`src/rtl/gray_ptr_pkg.sv`:
```
// Shared types and Gray/binary helpers for the FIFO pointer blocks.
// Helpers work on a wide vector; callers zero-extend and truncate.
package gray_ptr_pkg;

    typedef enum logic {
        PTR_WR = 1'b0,
        PTR_RD = 1'b1
    } ptr_mode_e;

    localparam int GRAY_MAX_W = 16;

    function automatic logic [GRAY_MAX_W-1:0] bin2gray(
        input logic [GRAY_MAX_W-1:0] b
    );
        return b ^ (b >> 1);
    endfunction

    // Each binary bit is the XOR of all Gray bits at or above it.
    function automatic logic [GRAY_MAX_W-1:0] gray2bin(
        input logic [GRAY_MAX_W-1:0] g
    );
        logic [GRAY_MAX_W-1:0] b;
        b = g;
        for (int i = 1; i < GRAY_MAX_W; i++) begin
            b = b ^ (g >> i);
        end
        return b;
    endfunction

endpackage

```
`src/rtl/gray_sync.sv`:
```
// Multi-flop synchroniser for a Gray-coded pointer crossing clock domains.
// Only one bit changes per remote step, so each stage captures a valid code.
module gray_sync #(
    parameter int WIDTH  = 4,
    parameter int STAGES = 2
) (
    input  logic             clk,
    input  logic             reset_n,
    input  logic [WIDTH-1:0] d,
    output logic [WIDTH-1:0] q
);

    logic [WIDTH-1:0] stg [STAGES];

    always_ff @(posedge clk) begin
        if (!reset_n) begin
            for (int i = 0; i < STAGES; i++) begin
                stg[i] <= '0;
            end
        end else begin
            stg[0] <= d;
            for (int i = 1; i < STAGES; i++) begin
                stg[i] <= stg[i-1];
            end
        end
    end

    assign q = stg[STAGES-1];

endmodule

```
`src/rtl/gray_ptr_ctrl.sv`:
```
// One side of an async FIFO: local Gray pointer, RAM address,
// full/empty and almost flags, and an occupancy estimate.
module gray_ptr_ctrl
    import gray_ptr_pkg::*;
#(
    parameter int        ADDR_W      = 8,
    parameter ptr_mode_e MODE        = PTR_WR,
    parameter int        SYNC_STAGES = 2,
    parameter int        ALMOST_LVL  = 2**ADDR_W - 2
) (
    input  logic              clk,
    input  logic              reset_n,
    input  logic              inc,
    input  logic [ADDR_W:0]   remote_ptr,
    output logic [ADDR_W:0]   ptr,
    output logic [ADDR_W-1:0] addr,
    output logic              flag,
    output logic              almost,
    output logic [ADDR_W:0]   level
);

    localparam int PW = ADDR_W + 1;
    localparam logic [PW-1:0] ALMOST_THR = PW'(ALMOST_LVL);
    localparam logic FLAG_RST = (MODE == PTR_RD);

    logic [PW-1:0] bin;
    logic [PW-1:0] bin_next;
    logic [PW-1:0] gray_next;
    logic [PW-1:0] rsync;
    logic [PW-1:0] rbin;
    logic [PW-1:0] full_cmp;
    logic [PW-1:0] level_next;
    logic          acc;
    logic          flag_next;
    logic          almost_next;

    gray_sync #(
        .WIDTH  (PW),
        .STAGES (SYNC_STAGES)
    ) u_sync (
        .clk     (clk),
        .reset_n (reset_n),
        .d       (remote_ptr),
        .q       (rsync)
    );

    // Full: remote is exactly one lap behind, i.e. top two Gray bits inverted.
    always_comb begin
        acc         = inc & ~flag;
        bin_next    = bin + PW'(acc);
        gray_next   = PW'(bin2gray(GRAY_MAX_W'(bin_next)));
        rbin        = PW'(gray2bin(GRAY_MAX_W'(rsync)));
        full_cmp    = {~rsync[ADDR_W:ADDR_W-1], rsync[ADDR_W-2:0]};
        level_next  = '0;
        flag_next   = 1'b0;
        almost_next = 1'b0;
        if (MODE == PTR_WR) begin
            level_next  = bin_next - rbin;
            flag_next   = (gray_next == full_cmp);
            almost_next = (level_next >= ALMOST_THR);
        end else begin
            level_next  = rbin - bin_next;
            flag_next   = (gray_next == rsync);
            almost_next = (level_next <= ALMOST_THR);
        end
    end

    always_ff @(posedge clk) begin
        if (!reset_n) begin
            bin    <= '0;
            ptr    <= '0;
            addr   <= '0;
            level  <= '0;
            flag   <= FLAG_RST;
            almost <= FLAG_RST;
        end else begin
            bin    <= bin_next;
            ptr    <= gray_next;
            addr   <= bin_next[ADDR_W-1:0];
            level  <= level_next;
            flag   <= flag_next;
            almost <= almost_next;
        end
    end

endmodule
```
`config.mk`:
```
export PLATFORM = sky130hd
export DESIGN_NAME = gray_ptr_ctrl
export DESIGN_NICKNAME = d
export VERILOG_FILES = /design/src/rtl/gray_ptr_pkg.sv /design/src/rtl/gray_sync.sv /design/src/rtl/gray_ptr_ctrl.sv
export SDC_FILE = /design/constraint.sdc
export NUM_CORES = 1
export LEC_CHECK = 0
export ABC_AREA = 1
export BUFFER_PORTS_ARGS = -buffer_cell sky130_fd_sc_hd__buf_2
export CAP_MARGIN = 20
export CORE_UTILIZATION = 55
export DETAILED_ROUTE_END_ITERATION = 6
export PLACE_DENSITY = 0.85
export SYNTH_ARGS = -nofsm -noshare
export SYNTH_HDL_FRONTEND = slang
export SYNTH_SLANG_ARGS = --single-unit
```
`constraint.sdc`:
```
create_clock -name clk -period 3.17 [get_ports clk]
set_input_delay 0.634 -clock clk [delete_from_list [all_inputs] [get_ports clk]]
set_output_delay 0.634 -clock clk [all_outputs]
set_load 0.01 [all_outputs]
```
# Word-level counts from Yosys, hierarchy flattened
# Memories as Yosys holds them, arrays and structs flattened.
# Index checks and enable logic that the tools add are counted.
classes:
  n_mux: 4
  add_sub_neg: 2
  order_cmp: 1
  eq_ne: 1
  bitwise_logic: 14
op_table:
  columns: ["operator", "n"]
  rows:
  - ["2-to-1 mux 9 bit", 2]
  - ["bitwise XOR 9 x 8 -> 9 bit", 2]
  - ["adder 9 x 1 -> 9 bit", 1]
  - ["equality test 9 bit", 1]
  - ["greater-or-equal comparator 9 x 8 -> 1 bit, second input constant", 1]
  - ["subtractor 9 bit", 1]
  - ["bitwise XOR 9 x 1 -> 9 bit", 1]
  - ["bitwise XOR 9 x 2 -> 9 bit", 1]
  - ["bitwise XOR 9 x 3 -> 9 bit", 1]
  - ["bitwise XOR 9 x 4 -> 9 bit", 1]
  - ["bitwise XOR 9 x 5 -> 9 bit", 1]
  - ["bitwise XOR 9 x 6 -> 9 bit", 1]
  - ["bitwise XOR 9 x 7 -> 9 bit", 1]
  - ["2-to-1 mux 1 bit", 2]
  - ["NOT 2 bit", 1]
  - ["OR 1 bit", 2]
  - ["bitwise AND 1 bit", 1]
  - ["NOT 1 bit", 1]
word_totals:
  output_inout_bits: 28
  ram_bits: 18
  n_memories: 1
  ff_bits: 37
  word_cells: 29
memory_table:
  columns: ["name", "words", "width", "rd", "rd_clocked_by_memory_dff", "write_ports", "line", "source"]
  rows:
  - ["u_sync.stg", 2, 9, 2, 0, 2, "gray_sync.sv:13", "logic [WIDTH-1:0] stg [STAGES];"]

# Logic depth before layout (Yosys ltp)
# Gate-level depths: netlist (run 1).
logic_depth:
  ltp_word: 10
  mapped_depth: 20
  mapped_depth_nobuf: 20

# By module
# From an unflattened synthesis (run 1), not the netlist that was laid out.
unflattened:
  cells_unflattened: 321
  area_unflattened_um2: 2351.0
by_module_without_submodules:
  columns: ["module", "cells_per_inst", "area_per_inst_um2", "instances"]
  rows:
  - ["gray_ptr_ctrl", 256, 1754.2, 1]
  - ["gray_sync", 65, 596.8, 1]

# Least setup slack after synthesis (run 1)
# No wires, ideal clock.
synth_timing:
  path_kind: "input port to flip-flop"
  start: "input port inc"
  end: "register almost"
  cell_stages: 18
  slack_ns: 0.453
  arrival_ns: 2.602
  required_ns: 3.055
  path_cell_list: "inv_1 -> nor2_1 -> ha_1 -> ha_1 -> nand2_2 -> nor2_1 -> nand3_1 -> nand2_1 -> inv_1 -> ha_1 -> nand2_1 -> nor2_1 -> a211oi_1 -> nand2_1 -> nand2_1 -> nand2_1 -> nand4_1 -> nand2_1"
synth_via:
  elab_chain_cells: 4
synth_rtl:
  columns: ["item", "line", "source"]
  rows:
  - ["start: declaration", "gray_ptr_ctrl.sv:13", "input logic inc,"]
  - ["bitwise AND 1 bit", "gray_ptr_ctrl.sv:49", "acc = inc & ~flag;"]
  - ["adder 9 x 1 -> 9 bit", "gray_ptr_ctrl.sv:50", "bin_next = bin + PW'(acc);"]
  - ["named net bin_next[6]", "gray_ptr_ctrl.sv:27", "logic [PW-1:0] bin_next;"]
  - ["subtractor 9 bit", "gray_ptr_ctrl.sv:58", "level_next = bin_next - rbin;"]
  - ["greater-or-equal comparator 9 x 8 -> 1 bit", "gray_ptr_ctrl.sv:60", "almost_next = (level_next >= ALMOST_THR);"]
  - ["end signal: assignment", "gray_ptr_ctrl.sv:82", "almost <= almost_next;"]
  - ["end: declaration", "gray_ptr_ctrl.sv:18", "output logic almost,"]
# The timed path passes the listed nets, and every way through them passes these cells.
# A chain may end at the register's enable or synchronous reset.

==> results of run 1 <==
cell type report:
| cell class | instances | area, µm² | area share (%) |
|---|---|---|---|
| Multi-Input combinational cell | 205 | 1080 | 41.7 |
| Sequential cell | 46 | 921 | 35.4 |
| Timing Repair Buffer | 43 | 225 | 8.67 |
| Inverter | 53 | 199 | 7.66 |
| Clock buffer | 6 | 72.6 | 2.79 |
| Tap cell | 48 | 60.1 | 2.31 |
| Clock inverter | 2 | 37.5 | 1.44 |
registers in the layout (all words and copies together) (netlist names):
signal and count:
level 9, ptr 8, almost 1, u_sync.stg 18, flag 1, bin 9
Yosys cell counts:
cell type,instances,area (µm²)
a211oi_1,1,7.51
a21oi_1,9,45.0
and2_1,1,6.26
clkbuf_1,4,15.0
dfxtp_1,46,921
fa_1,1,20.0
ha_1,10,125
inv_1,53,199
nand2_1,89,334
nand2_2,1,6.26
nand3_1,25,125
nand3b_1,2,15.0
nand4_1,5,31.3
nor2_1,33,124
nor3_1,3,15.0
o211ai_1,1,7.51
o21a_1,1,7.51
o21ai_0,3,15.0
o21bai_1,1,7.51
or2_2,2,12.5
xnor2_1,6,52.6
xnor2_2,2,32.5
xor2_1,7,61.3
xor2_2,2,32.5
layer usage:
metal	track usage, %	vias up	part of all wire (%)
met1	27.1	834	45
met2	39.2	63	47
li1	-	1033	-
met5	0	-	0
met3	5.03	9	6.2
met4	7.61	0	1.8
cell families after synthesis:
family / Yosys count / share of synthesized area [%]
xor gates and xnor gates: 17 / 8.07
buffers and inverters: 57 / 9.64
and+or+nand+nor: 161 / 30.2
AOI/OAI and AO/OA: 16 / 4.06
adders and majority gates: 11 / 6.54
DFF: 46 / 41.5
tightest hold or removal path, cell delays in order, from the launching register on:
cell	delay, ps
dfxtp_1	300
nand2_1	40
inv_1	30
where the power goes:
part | leakage (nW) | internal (mW) | switching, mW
clock | 0.0514 | 0.235 | 0.189
sequential | 0.379 | 0.625 | 0.0155
combinational | 1.08 | 0.128 | 0.181
what timing repair did:
| action | 4_1_cts | 5_1_grt |
|---|---|---|
| setup buffers | 0 | 1 |
| setup endpoints to repair | 0 | 1 |
| hold buffers | 0 | 0 |
per-stage QoR:
stage | setup WS (ps) | hold WS [ps] | instance area [µm²] | total power [mW]
6_report | 251 | 411 | 2600 | 1.37
5_1_grt | 5.09 | 431 | 2600 | 1.46
4_1_cts | 226 | 412 | 2590 | 1.38
3_5_place_dp | 35.3 | 395 | 2480 | 0.961
3_3_place_gp | 146 | 393 | 2480 | 0.954
2_1_floorplan | 453 | 386 | 2220 | 0.880
worst max path at each step:
stage | depth (start not counted) | from | end
final | 17 | u_sync.stg[0][17] | almost
after global routing | 17 | u_sync.stg[0][15] | almost
after CTS | 16 | u_sync.stg[0][17] | almost
after detailed placement | 19 | inc | almost
after global placement | 19 | inc | almost
after floorplan | 18 | inc | almost
==> flow_metrics.tcl, run 1 <==
set metrics [dict create \
    grtUsageTotal_pct 22.5 \
    cts_sinks 46 \
    crit_required_ps 3360 \
    insertion_delay_ps 290 \
    yosys_warnings 0 \
    port_buffers 39 \
    syn_inst 308 \
    final_cell_mix "nand2_1 (89), inv_1 (53), dfxtp_1 (46)" \
    crit_slowest_cell "fa_1" \
    hold_viol 0 \
    cts_resized 0 \
    power_density_nw_per_um2 529 \
    skew_ps 4.50 \
    start_kind "register" \
    status "finished clean" \
    gp_congestion 0.920 \
    ant_nets 0 \
    finalNonFillerCells 403 \
    wire_per_inst_um 10.7 \
    max_cap_violations 0 \
    grt_pass1_vias 1733 \
    path_class "reg -> reg" \
    cts_tree "yes" \
    setup_viol 0 \
    crit_path_end_kind "register" \
    timing.slew.headroom_pct 73.0 \
    tns_ps 0 \
    rsz0062_at_grt "false" \
    cp_common_cell "nand2_1" \
    post-route-min-period_ps 2920 \
    grt_pass1_wl_mm 7.38 \
    fp-row-count 22 \
    cp_max_fo 3 \
    cts.clk_slew.worst_paths_ps 80 \
    first_pass_iters 4 \
    p_leak_nw 1.51 \
    crit_buf_inv 1 \
    io_pins 40 \
    fillers 316 \
    ys_seq_area_share_pct 41.5 \
    crit_family "XOR/XNOR gates" \
    syn-num-nets 331 \
    peakVddDrop_v 0.000361 \
    vias 1939 \
    overflow 0 \
    crit_path_cell_trace "xnor2_2 > xnor2_2 > xor2_2 > xor2_2 > nand2_1 > nand2_1 > ha_1 > inv_1 > fa_1 > nand4_1 > nand2_1 > nand2_1 > nand2_1 > o21ai_0 > nand3_1 > nand3_1 > nand2_1" \
    fin_crit_sh_pct 92.1 \
    die-area_um2 4290 \
    crit-reg2reg-launch "u_sync.stg[0][17]" \
    dp_hpwl_mm 3.41 \
    reg2reg_setup_slack_ps 250 \
    coreArea_um2 3770 \
    worstHoldStart "u_sync.stg[0][7]" \
    antenna_found_initial 0 \
    fmax_mhz 343 \
    htreeDepth 2 \
    num-nets-final 377 \
    hp-class "reg -> reg" \
    clock-root-buffer "clkbuf_8" \
    crit_arrival_ps 3110 \
    die_y_um 65.5 \
    synth.cell_area_um2 2220 \
    avgSynthCellArea_um2 7.20 \
    drt-vias-per-instance 4.81 \
    worstReg2RegEnd "almost" \
    drive_gt1_share_pct 16.1 \
    drc 0 \
    ys_types 24 \
    initial_core_util_pct 58.8 \
    cp_slowest_stage_delay_ps 430 \
    wl_mm 4.32 \
    final_max_slew_viol_count 0 \
    hold_depth 2 \
    worst_pin_slew_ps 406 \
    grt_max_degree 25 \
    drt_iter0_markers 99 \
    hold_end "u_sync.stg[0][16]" \
    final_common_cell "nand2_1" \
    cts_buffers 5 \
    post-route-util_pct 68.9 \
    cts_max_path_buffers 2 \
    synth_seq_cells 46 \
    syn2layout_area_growth_pct 17.1 \
    dp.cells 394 \
    r2r_cells 17 \
    n_antenna_cell 0 \
    fp.dieW_um 65.5 \
]
Power figures use the tool's default switching activity.
==> run 2, diff against run 1 <==
--- a/config.mk
+++ b/config.mk
@@ -5,12 +5,11 @@
 export SDC_FILE = /design/constraint.sdc
 export NUM_CORES = 1
 export LEC_CHECK = 0
-export ABC_AREA = 1
 export BUFFER_PORTS_ARGS = -buffer_cell sky130_fd_sc_hd__buf_2
 export CAP_MARGIN = 20
-export CORE_UTILIZATION = 55
+export CORE_UTILIZATION = 54
 export DETAILED_ROUTE_END_ITERATION = 6
-export PLACE_DENSITY = 0.85
+export PLACE_DENSITY = 0.9
 export SYNTH_ARGS = -nofsm -noshare
 export SYNTH_HDL_FRONTEND = slang
 export SYNTH_SLANG_ARGS = --single-unit
==> run 2 against run 1 <==
Against the previous run:
- the flow now finishes with violations (setup timing)
- design area increased by 5.9%
- die area decreased by 5.0%
- flip-flop and latch count unchanged
- fmax decreased by 23%
- combinational power increased by 68%
- register-to-register slack got worse by 860 ps
- routed wire length increased by 13%
- synthesized cell count decreased by 31%
- clock power decreased by 15%
- worst hold slack improved by 19 ps
- critical path type unchanged
- highest routed layer unchanged
==> flow_metrics.tcl, run 2 <==
set metrics [dict create \
    coreArea_um2 3660 \
    final_max_slew_viol_count 0 \
    cts_buffers 5 \
    crit_required_ps 3360 \
    max_cap_violations 0 \
    worst_slack_ps -610 \
    grtUsageTotal_pct 24.0 \
    htreeDepth 2 \
    ys_types 33 \
    io_pins 40 \
    largest_reg_flops 18 \
    synthArstFlopShare_pct 0 \
    cp_slowest_stage_delay_ps 440 \
    vias 1719 \
    drive_gt1_share_pct 37.7 \
    syn-num-nets 234 \
    grt_pass1_wl_mm 7.25 \
    initial_core_util_pct 56.4 \
    p_leak_nw 1.29 \
    drt-vias-per-instance 5.18 \
    yosysTopAreaCellShare_pct 44.6 \
    die_y_um 63.9 \
    synth_enable_flop_cells 0 \
    ant_nets 0 \
    cts.clk_slew.worst_paths_ps 80 \
    drt_iter0_markers 48 \
    peakVddDrop_v 0.000545 \
    grt_max_degree 28 \
    start_kind "register" \
    cts_max_path_buffers 2 \
    post-route-util_pct 75.2 \
    final_common_cell "dfxtp_1" \
    finalPower_mw 1.52 \
    post-route-min-period_ps 3780 \
    gp_congestion 0.778 \
    path_class "reg -> reg" \
    rsz0062_at_grt "true" \
    synth_seq_cells 46 \
    drc 0 \
    wl_mm 4.87 \
    synth-main-ff-cell "dfxtp_1" \
    hold_viol 0 \
    avgSynthCellArea_um2 9.79 \
    skew_ps 3.34 \
    hp-class "reg -> reg" \
    synth_common_cells "dfxtp_1 (46), and2_1 (26), nor2_1 (24)" \
    insertion_delay_ps 300 \
    cts_sinks 46 \
    antenna_found_initial 0 \
    violations "setup timing" \
    syn2layout_area_growth_pct 33.2 \
    num-nets-final 306 \
    setup_viol 6 \
    fp.dieW_um 63.9 \
    crit_path_cell_trace "xnor3_2 > xor2_2 > xnor3_2 > xor2_4 > xor2_2 > xnor2_2 > ha_2 > inv_2 > fa_2 > a211oi_4 > o21ai_2 > a211oi_2 > or3_4 > a21oi_2 > a41o_1" \
    place_ws_ps -546 \
    crit_path_end_kind "register" \
    port_buffers 39 \
    first_pass_iters 4 \
    reg.largest.list "u_sync.stg: 18 flops, bin: 9 flops, level: 9 flops" \
    grt_pass1_vias 1576 \
    final_cell_mix "dfxtp_1 (44), buf_2 (39), buf_4 (28)" \
    ys_top_cells_by_area "dfxtp_1 (45%), and2_1 (7.9%), xnor2_1 (7.2%)" \
    cp_max_fo 2 \
    clock-root-buffer "clkbuf_8" \
    synth.cell_area_um2 2070 \
    crit_arrival_ps 3970 \
    tns_ps -2190 \
    crit_family "XOR/XNOR gates" \
    cts_tree "yes" \
    yosys_warnings 0 \
    status "finished, violations left" \
    wire_per_inst_um 14.7 \
    crit_buf_inv 1 \
    ys_seq_area_share_pct 44.6 \
    power_density_nw_per_um2 553 \
    crit_slowest_cell "xnor3_2" \
    yosysTopAreaCell "dfxtp_1" \
    fin_crit_sh_pct 119 \
    n_antenna_cell 0 \
    syn_inst 211 \
    overflow 0 \
    die-area_um2 4080 \
    yosysMostFrequentCell "dfxtp_1" \
    fmax_mhz 265 \
    worst_pin_slew_ps 558 \
    fp-row-count 22 \
    timing.slew.headroom_pct 62.4 \
    dp_hpwl_mm 2.96 \
    top_register "u_sync.stg" \
]
==> run 2: cell types whose count changed after synthesis, sizes merged, moves of 4 or more <==
cell,previous run,this run
xor2,9,13
o21ai,3,8
xnor2,8,17
inv,53,9
nand2,90,9
nor2,33,24
and2,1,26
nand4,5,1
nand3,25,7
==> run 2: layer usage <==
layer,GRT usage [%],routed length [µm],part of all wire [%],up-vias
li1,-,-,-,830
met1,26.4,2000,41,801
met2,40.0,2380,49,66
met3,7.32,253,5.2,22
met4,15.6,228,4.7,0
met5,0,0,0,-
==> run 2: layout make-up <==
cell class | instances | area, µm²
sequential | 46 | 923
multi-input combinational | 152 | 1220
timing repair buffer | 68 | 417
fill | 251 | 910
inverter | 10 | 37.5
clock buffer | 7 | 86.3
clock inverter | 1 | 5.00
tap | 48 | 60.1
==> run 2: repair_timing <==
action / in CTS / in global routing
gates resized for setup: 6 / 19
hold buffers: 0 / 0
gates cloned: 0 / 0
pin swaps: 10 / 12
buffers inserted: 5 / 6
setup endpoints to repair: 4 / 6
==> run 2: final timing paths <==
check | end | startpoint | slack [ps] | cells after the start
min | u_sync.stg[0][16] | u_sync.stg[0][7] | 430 | 1
max | almost | u_sync.stg[0][17] | -610 | 15
max reg2reg | almost | u_sync.stg[0][17] | -610 | 15
min reg2reg | u_sync.stg[0][16] | u_sync.stg[0][7] | 430 | 1
==> run 2: cells by family (layout without fill, tap and decap cells) <==
group                      Yosys count  count (layout)  share of synthesized area [%]
xor gates and xnor gates            33              33                           17.6
DFF                                 46              46                           44.6
adders and majority gates           11              11                           7.03
AOI/OAI and AO/OA                   29              29                           8.84
muxes                                1               1                          0.485
and+or+nand+nor                     78              78                           19.1
buffers and inverters               13              86                           2.36
==> run 2: metrics by stage <==
step	hold WS, ps	cells	area, µm²
6_report	430	332	2750
2_1_floorplan	406	211	2080
3_3_place_gp	414	315	2470
4_1_cts	433	328	2630
5_1_grt	449	332	2750
3_5_place_dp	414	315	2470
==> run 2: worst register-to-register path: cells and delay by family (launching register included) <==
kind	cells	cell delay [ps]
XOR/XNOR	6	1540
AO/OA/AOI/OAI	5	960
adder cells (fa/ha/maj)	2	590
flip-flops	1	340
AND/OR/NAND/NOR	1	190
buffers and inverters	1	40
==> run 2: where the power goes <==
group	internal (mW)	switching (mW)	leakage (nW)
logic	0.268	0.253	0.861
clock network	0.176	0.183	0.0482
registers	0.626	0.0165	0.379
==> run 3, diff against run 2 <==
--- a/config.mk
+++ b/config.mk
@@ -12,4 +12,5 @@
 export PLACE_DENSITY = 0.9
 export SYNTH_ARGS = -nofsm -noshare
 export SYNTH_HDL_FRONTEND = slang
+export SYNTH_HIERARCHICAL = 1
 export SYNTH_SLANG_ARGS = --single-unit
==> run 3 against run 2 <==
Against the previous run:
- the flow still finishes with violations (setup timing)
- utilization down 2.4 points
- synthesized cell count did not move
- critical path depth up 1
- combinational power fell by 15%
- first-iteration DRC count is 69% higher
- die area grew 2.3%
- clock skew about the same
- count of clock-buffer cells in the layout decreased by 2
- sequential share of layout area up 0.53 points
- flip-flop and latch count unchanged
- final cell count is 0.90% lower
==> flow_metrics.tcl, run 3 <==
set metrics [dict create \
    status "finished, violations left" \
    violations "setup timing" \
    power_density_nw_per_um2 554 \
    syn_inst 211 \
    synth_common_cells "dfxtp_1 (46), nor2_1 (20), xnor2_1 (18)" \
    vias 1572 \
    synth_top_family_by_area "simple AND/OR/NAND/NOR gates" \
    fmax_mhz 292 \
    cp_slowest_stage_delay_ps 440 \
    start_kind "register" \
    yosysTopAreaCell "dfxtp_1" \
    hold_viol 0 \
    p_leak_nw 1.31 \
    synth_seq_cells 46 \
    yosysMostFrequentCell "dfxtp_1" \
    final_cell_mix "dfxtp_1 (45), buf_2 (39), buf_4 (33)" \
    synth-adder-area-share_pct 6.86 \
    max_cap_violations 0 \
    fp.dieW_um 64.6 \
    dp_hpwl_mm 2.89 \
    die-area_um2 4170 \
    synth_compound_area_share_pct 8.04 \
    insertion_delay_ps 300 \
    ys_seq_area_share_pct 43.5 \
    synthMuxAreaShare_pct 0.473 \
    finalNonFillerCells 329 \
    drive_gt1_share_pct 39.5 \
    largest_reg_flops 18 \
    rsz0062_at_grt "true" \
    syn2layout_area_growth_pct 27.9 \
    synth-main-ff-cell "dfxtp_1" \
    yosysTopAreaCellShare_pct 43.5 \
    fp-row-count 22 \
    first_pass_iters 4 \
    cts_buffers 5 \
    top_register "u_sync/stg" \
    place_ws_ps -323 \
    place_area_um2 2520 \
    drc 0 \
    wire_per_inst_um 11.9 \
    ys_types 38 \
    antenna_found_initial 0 \
    synth_enable_flop_cells 0 \
    avgSynthCellArea_um2 10.0 \
    cts_tree "yes" \
    worst_slack_ps -259 \
    crit_slowest_cell "xnor3_2" \
    io_pins 40 \
    port_buffers 39 \
    cts.clk_slew.worst_paths_ps 80 \
    grtUsageTotal_pct 20.9 \
    overflow 0 \
    post-route-min-period_ps 3430 \
    worst_pin_slew_ps 542 \
    drt-vias-per-instance 4.78 \
    n_antenna_cell 0 \
    ant_nets 0 \
    hp-class "reg -> reg" \
    grt_max_degree 28 \
    cts_sinks 46 \
    yosys_warnings 6 \
    gp_congestion 0.839 \
    design_area_um2 2710 \
    synth_xor_area_share_pct 16.8 \
    synth.cell_area_um2 2120 \
    syn-num-nets 234 \
    reg.largest.list "u_sync/stg: 18 flops, bin: 9 flops, level: 9 flops" \
    die_y_um 64.6 \
    timing.slew.headroom_pct 63.7 \
    post-route-util_pct 72.8 \
    htreeDepth 2 \
    setup_viol 5 \
    grt_pass1_vias 1518 \
    crit_required_ps 3360 \
    cp_max_fo 2 \
    wl_mm 3.91 \
    num-nets-final 303 \
    crit_arrival_ps 3620 \
    cts_max_path_buffers 2 \
    crit_path_end_kind "register" \
    crit_path_cell_trace "xnor3_2 > xor2_2 > xnor3_2 > xor2_4 > xor2_2 > xnor2_1 > ha_2 > inv_2 > fa_2 > a211o_1 > a21oi_2 > buf_4 > o31ai_2 > xor2_1 > nand2_1 > o41ai_1" \
    coreArea_um2 3720 \
    drt_iter0_markers 81 \
    ys_top_cells_by_area "dfxtp_1 (44%), xnor2_1 (7.5%), ha_1 (5.9%)" \
    initial_core_util_pct 56.9 \
    final_common_cell "dfxtp_1" \
    grt_pass1_wl_mm 6.47 \
    path_class "reg -> reg" \
    clock-root-buffer "clkbuf_8" \
    fin_crit_sh_pct 108 \
    final_max_slew_viol_count 0 \
    holdWs_ps 434 \
    synthArstFlopShare_pct 0 \
    skew_ps 3.54 \
    synthSimpleGateAreaFrac_pct 18.3 \
    fillers 284 \
    peakVddDrop_v 0.000484 \
    dp.cells 316 \
]
==> run 3: changes by cell type in the layout (fill, tap and decap cells not counted), sizes merged, moves of 3 or more <==
cell	before	now
o21ai	8	1
nor3	1	4
buf	68	73
nand3	7	4
nor2	24	20
==> run 3: power breakdown <==
group          internal, mW  switching [mW]  total (mW)
registers             0.625          0.0146       0.640
logic                 0.235           0.207       0.441
clock network         0.232           0.186       0.418
total                  1.09           0.407        1.50
==> run 3: layout make-up <==
type,count,area (µm²),share of cell area [%]
inverters,12,45.0,1.67
repair buffers,73,454,16.8
multi-input cells,142,1110,41.2
flip-flops and latches,46,922,34.1
clock buffers,5,68.8,2.54
clock inverters,3,40.0,1.48
well taps,48,60.1,2.22
==> run 3: cells by family after synthesis <==
family	after synthesis
and+or+nand+nor	73
DFF	46
xor gates and xnor gates	33
AOI/OAI and AO/OA	24
buffers and inverters	23
adders and majority gates	11
muxes	1
==> run 3: worst paths after layout <==
path	startpoint	endpoint	depth (start not counted)	slack [ps]
hold / removal	u_sync/stg[0][2]	u_sync/stg[0][11]	1	430
setup reg to reg	u_sync/stg[0][17]	almost	16	-260
setup / recovery	u_sync/stg[0][17]	almost	16	-260
hold reg to reg	u_sync/stg[0][2]	u_sync/stg[0][11]	1	430
==> run 3: metal layers <==
| layer | vias to the layer above | part of all wire, % | track usage [%] |
|---|---|---|---|
| met5 | - | 0 | 0 |
| met4 | 0 | 1.7 | 7.50 |
| met3 | 7 | 3.7 | 5.81 |
| met2 | 34 | 49 | 35.5 |
| met1 | 715 | 45 | 25.1 |
| li1 | 816 | - | - |
==> run 3: per-stage QoR <==
step           power [mW]  setup TNS (ps)
2_1_floorplan       0.899            -845
3_3_place_gp         1.02            -586
3_5_place_dp         1.03           -1040
4_1_cts              1.47            -672
5_1_grt              1.59           -2040
6_report             1.50            -912
==> run 3: what timing repair did <==
item | CTS | global route
resized for setup | 3 | 6
hold buffers | 0 | 0
hold endpoints to repair | 0 | 0
buffers inserted | 3 | 3
endpoints found under the setup margin | 5 | 7
pin swaps | 8 | 3
==> run 3: critical path, delay by kind of cell (launching register included) <==
kind / cells / cell delay (ps)
buf+inv: 2 / 170
xor+xnor: 7 / 1580
simple gates: 1 / 80
compound gates: 4 / 590
fa+ha+maj: 2 / 550
flops: 1 / 330
